## config.mk

```make
export PLATFORM = sky130hd
export DESIGN_NAME = load_store_unit
export DESIGN_NICKNAME = d
export VERILOG_FILES = /design/src/rtl/load_store_unit.sv
export SDC_FILE = /design/constraint.sdc
export NUM_CORES = 1
export LEC_CHECK = 0
export ABC_CLOCK_PERIOD_IN_PS = 4850
export BUFFER_PORTS_ARGS = -buffer_cell sky130_fd_sc_hd__buf_4
export CORE_ASPECT_RATIO = 1.2
export CORE_MARGIN = 2
export CORE_UTILIZATION = 52
export DETAILED_ROUTE_END_ITERATION = 8
export GPL_TIMING_DRIVEN = 0
export PLACE_DENSITY = 0.85
export SYNTH_ARGS = -nofsm -noshare
export SYNTH_HDL_FRONTEND = slang
export SYNTH_SLANG_ARGS = --single-unit
export TNS_END_PERCENT = 10
```

## constraint.sdc

```tcl
create_clock -name clk -period 4.85 [get_ports clk]
set_clock_uncertainty 0.1 [all_clocks]
set_input_delay 0.97 -clock clk [delete_from_list [all_inputs] [get_ports clk]]
set_output_delay 0.97 -clock clk [all_outputs]
set_load 0.02 [all_outputs]
```

## src/rtl/load_store_unit.sv

```systemverilog
// Memory stage: computes base+imm, drives one controller access per micro-op, returns the result or fault to writeback.
// Optional macro MISALIGN_TRAP_EN: fault misaligned half/word accesses instead of issuing them.
module load_store_unit #(
  parameter int TIMEOUT_CYCLES = 15,
  parameter int XLEN           = 32
) (
  input  logic            clk,
  input  logic            reset,
  input  logic            req_valid,
  output logic            req_ready,
  input  logic            req_is_store,
  input  logic [2:0]      req_funct3,
  input  logic [XLEN-1:0] req_base,
  input  logic [XLEN-1:0] req_imm,
  input  logic [XLEN-1:0] req_store_data,
  input  logic [4:0]      req_rd,
  output logic            mem_start,
  output logic [XLEN-1:0] mem_address,
  output logic [2:0]      mem_mode,
  output logic            mem_write_enable,
  output logic [XLEN-1:0] mem_write_data,
  input  logic            mem_done,
  input  logic [XLEN-1:0] mem_read_data,
  input  logic            mem_active,
  output logic            resp_valid,
  input  logic            resp_ready,
  output logic            resp_we,
  output logic [4:0]      resp_rd,
  output logic [XLEN-1:0] resp_data,
  output logic            resp_fault,
  output logic [1:0]      resp_cause
);

  typedef enum logic [1:0] {IDLE, ISSUE, WAIT, RESP} state_t;

  localparam logic [7:0] LAST_COUNT = 8'(TIMEOUT_CYCLES - 1);

  state_t          state_reg;
  logic [7:0]      count_reg;
  logic            is_store_reg;
  logic            we_reg;
  logic [XLEN-1:0] addr_next;
  logic            funct3_legal;
  logic            misaligned;

  assign addr_next = req_base + req_imm;

  always_comb begin
    funct3_legal = 1'b0;
    if (req_is_store) begin
      funct3_legal = (req_funct3 <= 3'd2);
    end else begin
      case (req_funct3)
        3'd0, 3'd1, 3'd2, 3'd4, 3'd5: funct3_legal = 1'b1;
        default:                      funct3_legal = 1'b0;
      endcase
    end
  end

  always_comb begin
    misaligned = 1'b0;
`ifdef MISALIGN_TRAP_EN
    case (req_funct3[1:0])
      2'b01:   misaligned = addr_next[0];
      2'b10:   misaligned = |addr_next[1:0];
      default: misaligned = 1'b0;
    endcase
`endif
  end

  // Start and write-enable are gated by reset so they drop in the reset cycle itself.
  assign mem_start        = (state_reg == ISSUE) && !mem_active && !reset;
  assign mem_write_enable = we_reg && !reset;

  always_ff @(posedge clk) begin
    if (reset) begin
      state_reg      <= IDLE;
      count_reg      <= '0;
      is_store_reg   <= 1'b0;
      we_reg         <= 1'b0;
      req_ready      <= 1'b1;
      mem_address    <= '0;
      mem_mode       <= '0;
      mem_write_data <= '0;
      resp_valid     <= 1'b0;
      resp_we        <= 1'b0;
      resp_rd        <= '0;
      resp_data      <= '0;
      resp_fault     <= 1'b0;
      resp_cause     <= '0;
    end else begin
      case (state_reg)
        IDLE: begin
          if (req_valid) begin
            req_ready      <= 1'b0;
            is_store_reg   <= req_is_store;
            mem_address    <= addr_next;
            mem_mode       <= req_funct3;
            mem_write_data <= req_store_data;
            resp_rd        <= req_rd;
            if (!funct3_legal || misaligned) begin
              state_reg  <= RESP;
              resp_valid <= 1'b1;
              resp_we    <= 1'b0;
              resp_data  <= '0;
              resp_fault <= 1'b1;
              resp_cause <= !funct3_legal ? 2'd1 : 2'd3;
            end else begin
              state_reg <= ISSUE;
              we_reg    <= req_is_store;
            end
          end
        end
        ISSUE: begin
          if (!mem_active) begin
            state_reg <= WAIT;
            count_reg <= '0;
          end
        end
        WAIT: begin
          if (mem_done) begin
            state_reg  <= RESP;
            we_reg     <= 1'b0;
            resp_valid <= 1'b1;
            resp_we    <= !is_store_reg;
            resp_data  <= is_store_reg ? '0 : mem_read_data;
            resp_fault <= 1'b0;
            resp_cause <= 2'd0;
          end else if (count_reg == LAST_COUNT) begin
            state_reg  <= RESP;
            we_reg     <= 1'b0;
            resp_valid <= 1'b1;
            resp_we    <= 1'b0;
            resp_data  <= '0;
            resp_fault <= 1'b1;
            resp_cause <= 2'd2;
          end else begin
            count_reg <= count_reg + 8'd1;
          end
        end
        RESP: begin
          if (resp_ready) begin
            state_reg  <= IDLE;
            resp_valid <= 1'b0;
            req_ready  <= 1'b1;
          end
        end
        default: state_reg <= IDLE;
      endcase
    end
  end

endmodule

```

==> impl_metrics.ini, run 1 <==
[sta]
hold_viol = 0
max_freq_ghz = 0.293
worst_slack_ns = 1.44
setup_viol = 0
drv_slew = 0
period_share_pct = 70.3
worst_pin_slew_ns = 0.738
holdWs_ns = 0.353
relSlewSlack_pct = 50.4
rsz0062_at_grt = no
fin_setup_tns_ns = 0
period_needed_ns = 3.41

[grt]
grt_max_degree = 17
grt-ovfl-total = 0
grt_pass1_vias = 6304
grt_usage_pct = 30.4
grt_first_pass_wirelength_mm = 30.1
antenna_found_initial = 0

[final_layout]
final_cell_mix = 255 x buf_4, 144 x nand2_1, 122 x dfxtp_1, 97 x a21oi_1, 67 x nor2_1
largestRegisters = mem_address (32), mem_write_data (32), resp_data (32)
antenna_cells = 0
final_cells = 1203
syn_to_final_growth_pct = 43.3
final_layout_size_suffix_gt1_share_pct = 29.1
fin_util_pct = 76.4
final_area_um2 = 8840
layout_commonest_cell = buf_4
final_nets = 1214

[place]
dpl_cell_area_um2 = 8270
portBuffers = 253
pre_cts_ws_ns = 1.09
dp_hpwl_mm = 15.2
dp_cells = 1171
place.gp.congestion = 0.981

[yosys]
ys_seq_area_share_pct = 39.6
synth-main-ff-cell = dfxtp_1
syn_area_per_cell_um2 = 8.11
ys_ff_latch = 122
yosys_warnings = 0
synth_area_leaders = dfxtp_1 40%, nand2_1 8.8%, a21oi_1 7.9%
yosysTopAreaCell = dfxtp_1
synth_nets = 942
synth.distinct_cells = 66
async_flop_share_pct = 0
netlist_area_um2 = 6170
synth_edf_count = 0
synthCells = 761
synth_top_area_share_pct = 39.6

[pwr]
power_mw = 3.90
power_density_nw_per_um2 = 441
power_leakage_nw = 3.98
peakVddDrop_mv = 0.279

[setup_path]
cp.required_ns = 5.03
cp_max_fo = 4
critPathMaxStageDelay_ns = 0.43
path_buf_inv = 1
worst_setup_path_end_kind = flop
crit_family = compound AO/OA/AOI/OAI gates
critPathSlowestCell = a221oi_2
worstSetupPathType = input port to flop
crit_chain = buf_4, ha_1, fa_1, a21o_1, a221oi_2, nor4_1, nor3_2, o21ai_1, a221oi_2, xor2_1, o21ai_1
worstPathArrival_ns = 3.59
start_kind = input port

[clock_network]
cts_sinks = 122
postCtsSetupRepairBufs = 0
cts-htree-levels = 4
cts_tree = done
cts_hold_buf = 0
cts.path.max_buffers = 2
numCtsBuffers = 17
cts.clk_slew.worst_paths_ns = 0.06
cts_root_buffer = clkbuf_16
clock_latency_ns = 0.41
post_cts_resized = 0

[worst_hold_path]
hold_class = flop to flop

[floorplan]
rows = 43
ios = 255
fp.dieArea_um2 = 12800
fp.dieW_um = 103
core_um2 = 11600
initial_utilization_pct = 53.3
die_y_um = 123

[detailed_routing]
wl_mm = 20.0
vias = 6675
drt-initial-drc-count = 354
drtPass1Iterations = 5
routedWlPerCell_um = 16.7
ant_nets = 0
routed_via_density = 5.55
route.detailed.drc = 0

[status]
status = completed

[run]
maxCapViolations = 0
worst reg2reg max path, stage by stage, from the launching register on:
cell and delay [ns]:
dfxtp_1 0.37, inv_1 0.11, ha_1 0.21, and3_1 0.17, a21oi_1 0.32, nand2_1 0.15
nand2_1 0.12, or2_2 0.11, clkbuf_1 0.29, clkbuf_1 0.41, a22oi_1 0.16, nor2_1 0.12
metal layers:
layer  part of all wire [%]  global-route usage, %  wire length, um  vias up
met5                      0                      0                0        -
met4                    3.1                   12.7              631        0
met3                    8.5                   8.93             1700       48
met2                     51                   54.2            10200      292
met1                     37                   33.0             7450     3098
li1                       -                      -                -     3237
synthesized netlist by cell type (all sizes together) (3+ instances only):
library cell / n
nand2: 144
dfxtp: 122
a21oi: 97
nor2: 68
ha: 37
a22oi: 36
clkbuf: 34
o21ai: 30
a21o: 16
xnor2: 16
inv: 14
xor2: 12
nand4: 11
buf: 10
nand3: 10
o21bai: 9
nor3: 8
and3: 6
and2: 5
nand2b: 5
nand3b: 5
o31ai: 5
or3: 5
a211oi: 4
nor4: 4
o211ai: 4
a21boi: 3
a221oi: 3
and4: 3
mux2i: 3
nor3b: 3
cells by family after synthesis:
kind of cell	Yosys count	share of synthesized area, %
fa+ha+maj	38	7.83
simple gates	287	21.1
compound gates	225	23.1
flops	122	39.6
buf+inv	58	3.95
mux	3	0.487
xor+xnor	28	3.97
report_power, final:
group / switching (mW) / internal, mW
combinational: 0.847 / 0.546
sequential: 0.100 / 1.17
clock: 0.475 / 0.760
total: 1.42 / 2.47
worst paths after layout:
kind	startpoint	to	slack, ns	cells past startpoint
max reg2reg	count_reg[0]	resp_data[8]	2.14	11
min reg2reg	mem_address[3]	mem_address[3]	0.35	2
min	mem_address[3]	mem_address[3]	0.35	2
max	req_base[0]	mem_address[30]	1.44	11
final cells by class:
class | count | area (um^2)
Sequential cell | 122 | 2440
Multi-Input combinational cell | 581 | 3480
Buffer | 44 | 191
Timing Repair Buffer | 253 | 1900
Clock buffer | 19 | 433
Clock inverter | 13 | 144
Fill cell | 908 | 2730
Tap cell | 157 | 196
Inverter | 14 | 52.6
Note: power is estimated with default switching activity, not from simulation.
==> run 2, diff against run 1 <==
--- a/config.mk
+++ b/config.mk
@@ -5,14 +5,14 @@
 export SDC_FILE = /design/constraint.sdc
 export NUM_CORES = 1
 export LEC_CHECK = 0
-export ABC_CLOCK_PERIOD_IN_PS = 4850
+export ABC_CLOCK_PERIOD_IN_PS = 3410
 export BUFFER_PORTS_ARGS = -buffer_cell sky130_fd_sc_hd__buf_4
 export CORE_ASPECT_RATIO = 1.2
 export CORE_MARGIN = 2
-export CORE_UTILIZATION = 52
+export CORE_UTILIZATION = 49
 export DETAILED_ROUTE_END_ITERATION = 8
 export GPL_TIMING_DRIVEN = 0
-export PLACE_DENSITY = 0.85
+export PLACE_DENSITY = 0.8
 export SYNTH_ARGS = -nofsm -noshare
 export SYNTH_HDL_FRONTEND = slang
 export SYNTH_SLANG_ARGS = --single-unit
==> constraint.sdc (replaced) <==
create_clock -name clk -period 3.41 [get_ports clk]
set_clock_uncertainty 0.1 [all_clocks]
set_input_delay 0.682 -clock clk [delete_from_list [all_inputs] [get_ports clk]]
set_output_delay 0.682 -clock clk [all_outputs]
set_load 0.02 [all_outputs]
==> run 2 against run 1 <==
Against the previous run:
- core utilization down 3.7 points
- total power up 45%
- die area up 5.9%
- worst hold slack worse by 0.0039 ns
- via count down 1.9%
- cell area up 0.54%
- combinational power up 43%
- sequential share of layout area down 0.15 points
- critical path type unchanged
- clock-buffer cell count unchanged
- clock power up 52%
- flip-flop and latch count unchanged
==> impl_metrics.ini, run 2 (synthesized netlist as in run 1, its figures left out) <==
[setup_path]
cp.required_ns = 3.60
worstReg2RegStart = count_reg[0]
worstSetupPathType = input port to flop
start_kind = input port
r2r-end = resp_data[17]
worst_setup_path_end_kind = flop
cp_max_fo = 4
worstRegToRegCells = 11
r2r_setup_slack_ns = 0.57
worstPathArrival_ns = 3.28

[final_layout]
layout_commonest_cell = buf_4
fill_cells = 1025
final_area_um2 = 8890
antenna_cells = 0
final_cell_mix = 255 x buf_4, 144 x nand2_1, 122 x dfxtp_1, 97 x a21oi_1, 67 x nor2_1
syn_to_final_growth_pct = 44.1
final_layout_size_suffix_gt1_share_pct = 29.3
final_nets = 1214
largestRegisters = mem_address (32), mem_write_data (32), resp_data (32)

[detailed_routing]
routedWlPerCell_um = 16.4
drtPass1Iterations = 4
route.detailed.drc = 0
vias = 6547
wl_mm = 19.8
routed_via_density = 5.42
ant_nets = 0
drt-initial-drc-count = 337

[clock_network]
clock_latency_ns = 0.41
cts_tree = done
numCtsBuffers = 17
cts.path.max_buffers = 2
cts_hold_buf = 0
post_cts_resized = 0
cts-htree-levels = 4
cts_sinks = 122
postCtsSetupRepairBufs = 0
cts_root_buffer = clkbuf_16
cts.clk_slew.worst_paths_ns = 0.06

[grt]
grt_max_degree = 17
grt-ovfl-total = 0
antenna_found_initial = 0
grt_usage_pct = 28.7
grt_first_pass_wirelength_mm = 30.8
grt_pass1_vias = 6299

[pwr]
p_int_mw = 3.63
p_sw_share_pct = 35.8
seq_power_share_pct = 31.8
peakVddDrop_mv = 0.412
power_frac_clock_pct = 33.1
power_leakage_nw = 4.00
p_switching_mw = 2.02
power_density_nw_per_um2 = 636
combPwrFrac_pct = 35.1

[place]
place.gp.congestion = 0.951
dp_hpwl_mm = 15.2
portBuffers = 253
dpl_cell_area_um2 = 8270

[floorplan]
initial_utilization_pct = 50.5
fp.dieArea_um2 = 13500
ios = 255
rows = 44
fp.dieW_um = 106
core_um2 = 12200
die_y_um = 127

[run]
maxCapViolations = 0

[worst_hold_path]
min_from = mem_address[14]
hold_class = flop to flop
min_path_cells = 2
worstHoldEndpoint = mem_address[14]

[sta]
period_needed_ns = 3.08
worst_pin_slew_ns = 0.720
rsz0062_at_grt = no
setup_viol = 0
holdWs_ns = 0.350
period_share_pct = 90.5
drv_slew = 0
max_freq_ghz = 0.324
relSlewSlack_pct = 51.6
hold_viol = 0

[status]
status = completed
run 2: cell count changes in the layout (fill, tap and decap cells not counted), sizes merged:
cell      previous run  this run
bufinv               2         3
clkinvlp             4         3
run 2: power groups by stage:
| stage | registers [mW] | logic, mW | clock network, mW |
|---|---|---|---|
| global placement | 1.82 | 1.95 | 0 |
| floorplan | 2.07 | 0.915 | 0 |
| detailed placement | 1.82 | 1.97 | 0 |
| finish | 1.80 | 1.99 | 1.87 |
| CTS | 1.80 | 1.98 | 1.89 |
| global route | 1.82 | 2.16 | 1.95 |
run 2: worst max-delay path by stage:
| stage | depth (start not counted) | startpoint | to | slack, ns |
|---|---|---|---|---|
| global placement | 11 | req_base[0] | mem_address[30] | -0.05 |
| global route | 11 | req_base[0] | mem_address[30] | 0.18 |
| floorplan | 10 | req_base[0] | mem_address[30] | 0.47 |
| detailed placement | 11 | req_base[0] | mem_address[28] | -0.05 |
| finish | 11 | req_base[0] | mem_address[30] | 0.33 |
| CTS | 11 | req_base[0] | mem_address[30] | 0.38 |
run 2: final cells by class:
type	instances	area, um^2	area share, %
Buffer	44	191	2.15
Inverter	14	52.6	0.591
Multi-Input combinational cell	581	3480	39.2
Clock buffer	19	453	5.09
Clock inverter	13	166	1.87
Sequential cell	122	2440	27.5
Timing Repair Buffer	253	1900	21.4
Tap cell	161	201	2.27
run 2: per-layer routing:
layer | vias to the layer above | track usage [%] | part of all wire [%]
met5 | - | 0 | 0
met4 | 0 | 11.5 | 3.1
met3 | 41 | 6.99 | 7.4
met2 | 274 | 52.8 | 51
met1 | 3000 | 31.4 | 38
li1 | 3232 | - | -
run 2: critical path: stages:
cell and delay (ns):
buf_4 0.11, ha_1 0.21, fa_1 0.40, a21o_1 0.20, a221oi_2 0.44, nor4_1 0.13, nor3_2 0.35, o21ai_1 0.21
a221oi_2 0.31, xor2_1 0.17, o21ai_1 0.06
run 2: stage by stage:
step | util [%] | std cells | setup TNS [ns] | setup WS (ns) | total power, mW
final | 72.7 | 1207 | 0 | 0.326 | 5.66
after global routing | 72.7 | 1207 | 0 | 0.182 | 5.94
after CTS | 72.7 | 1207 | 0 | 0.378 | 5.67
after detailed placement | 67.7 | 1175 | -0.107 | -0.0540 | 3.79
after global placement | 67.7 | 1175 | -0.0714 | -0.0489 | 3.76
after floorplan | - | 761 | 0 | 0.467 | 2.99
==> run 3, diff against run 2 <==
--- a/config.mk
+++ b/config.mk
@@ -9,10 +9,11 @@
 export BUFFER_PORTS_ARGS = -buffer_cell sky130_fd_sc_hd__buf_4
 export CORE_ASPECT_RATIO = 1.2
 export CORE_MARGIN = 2
-export CORE_UTILIZATION = 49
+export CORE_UTILIZATION = 50
+export CTS_BUF_LIST = sky130_fd_sc_hd__clkbuf_4
 export DETAILED_ROUTE_END_ITERATION = 8
 export GPL_TIMING_DRIVEN = 0
-export PLACE_DENSITY = 0.8
+export PLACE_DENSITY = 0.82
 export SYNTH_ARGS = -nofsm -noshare
 export SYNTH_HDL_FRONTEND = slang
 export SYNTH_SLANG_ARGS = --single-unit
==> run 3 against run 2 <==
Against the previous run:
- first-iteration DRC count shrank 9.2%
- flip-flop and latch count stayed put
- worst hold slack lost 0.060 ns
- final cell count about the same
- sequential power barely moved
- register-to-register slack improved by 0.14 ns
- highest routed layer unchanged
- combinational power about the same
- cell area decreased by 4.1%
- clock power down 50%
- largest cell class unchanged
- largest power group unchanged
- fmax is 4.0% higher
==> impl_metrics.ini, run 3 (synthesized netlist as in run 1, its figures left out) <==
[clock_network]
postCtsSetupRepairBufs = 0
cts_hold_buf = 0
cts_sinks = 122
post_cts_resized = 0
cts.path.max_buffers = 2
cts-htree-levels = 4
cts_root_buffer = clkbuf_4
clock_latency_ns = 0.51
cts.clk_slew.worst_paths_ns = 0.12
cts_tree = done
numCtsBuffers = 17

[pwr]
peakVddDrop_mv = 0.250
power_leakage_nw = 3.85
power_density_nw_per_um2 = 550
power_mw = 4.69

[final_layout]
final_layout_size_suffix_gt1_share_pct = 29.3
layout_commonest_cell = buf_4
largestRegisters = mem_address (32), mem_write_data (32), resp_data (32)
final_cell_mix = 255 x buf_4, 144 x nand2_1, 122 x dfxtp_1, 97 x a21oi_1, 67 x nor2_1
syn_to_final_growth_pct = 38.2
final_nets = 1214
fin_util_pct = 70.7

[setup_path]
start_kind = input port
worstPathArrival_ns = 3.27
r2r-end = resp_data[25]
worstSetupPathType = input port to flop
cp-startpoint = req_base[0]
worstRegToRegCells = 11
worst_setup_path_end_kind = flop
r2r_setup_slack_ns = 0.71
worstReg2RegStart = count_reg[0]
cp_max_fo = 4
crit_path_end = mem_address[30]
cp.required_ns = 3.71

[detailed_routing]
drtPass1Iterations = 5
routedWlPerCell_um = 15.9
ant_nets = 0
route.detailed.drc = 0
drt-initial-drc-count = 306
wl_mm = 19.2
vias = 6582
routed_via_density = 5.45

[status]
status = completed

[floorplan]
fp.dieArea_um2 = 13200
initial_utilization_pct = 51.2
ios = 255
rows = 44
fp.dieW_um = 105
core_um2 = 12100
die_y_um = 126

[sta]
relSlewSlack_pct = 45.9
max_freq_ghz = 0.337
rsz0062_at_grt = no
drv_slew = 0
period_share_pct = 86.9
period_needed_ns = 2.96
setup_viol = 0
hold_viol = 0
fin_setup_tns_ns = 0
holdWs_ns = 0.290
worst_pin_slew_ns = 0.805

[grt]
grt_first_pass_wirelength_mm = 30.3
grt_usage_pct = 28.5
grt_max_degree = 17
grt_pass1_vias = 6218
grt-ovfl-total = 0
antenna_found_initial = 1

[run]
maxCapViolations = 0

[place]
portBuffers = 253
dp_hpwl_mm = 15.2
place.gp.congestion = 0.958

[worst_hold_path]
hold_class = input port to flop
-- run 3: changes by cell type in the layout (fill, tap and decap cells not counted) --
cell	change
clkbuf_16	-17
clkbuf_4	+17
clkinv_2	+4
bufinv_16	-2
clkbuf_8	-2
clkinv_4	+1
diode_2	+1
inv_6	-1
-- run 3: worst min path at each step --
stage                        end               from  cells past startpoint
6_report            resp_data[7]   mem_read_data[7]                      3
5_1_grt        mem_write_data[2]  req_store_data[2]                      3
4_1_cts             resp_data[7]   mem_read_data[7]                      3
3_5_place_dp      mem_address[6]     mem_address[6]                      2
3_3_place_gp     mem_address[10]    mem_address[10]                      2
2_1_floorplan       is_store_reg       is_store_reg                      2
-- run 3: power by group --
| part | switching, mW | internal [mW] | total (mW) |
|---|---|---|---|
| clock | 0.572 | 0.360 | 0.932 |
| sequential | 0.138 | 1.66 | 1.80 |
| combinational | 1.19 | 0.776 | 1.96 |
-- run 3: area by class of cell --
type                    instances  area (um^2)
repair buffers                253         1900
inverters                      14         52.6
diodes                          1         2.50
multi-input cells             581         3480
clock buffers                  17          128
plain buffers                  44          191
clock inverters                15          126
fillers                      1022         3530
well taps                     161          201
flip-flops and latches        122         2440
-- run 3: critical path: stages --
cell and delay [ns]:
buf_4 0.11, ha_1 0.22, fa_1 0.42, a21o_1 0.20
a221oi_2 0.42, nor4_1 0.13, nor3_2 0.34, o21ai_1 0.21
a221oi_2 0.31, xor2_1 0.17, o21ai_1 0.07
-- run 3: stage by stage --
stage,cells,cell area (um^2),setup slack (ns)
after floorplan,761,6170,0.467
after global placement,1175,8270,-0.0460
after detailed placement,1175,8270,-0.0765
after CTS,1207,8520,0.508
after global routing,1208,8530,0.300
final,1208,8530,0.445
-- run 3: metal layers --
layer  GRT usage, %  wire [um]  up-vias  share of wire, %
li1               -          -     3248                 -
met1           31.9       7640     3022                40
met2           51.2       9620      266                50
met3           6.88       1340       46               6.9
met4           12.2        621        0               3.2
met5              0          0        -                 0
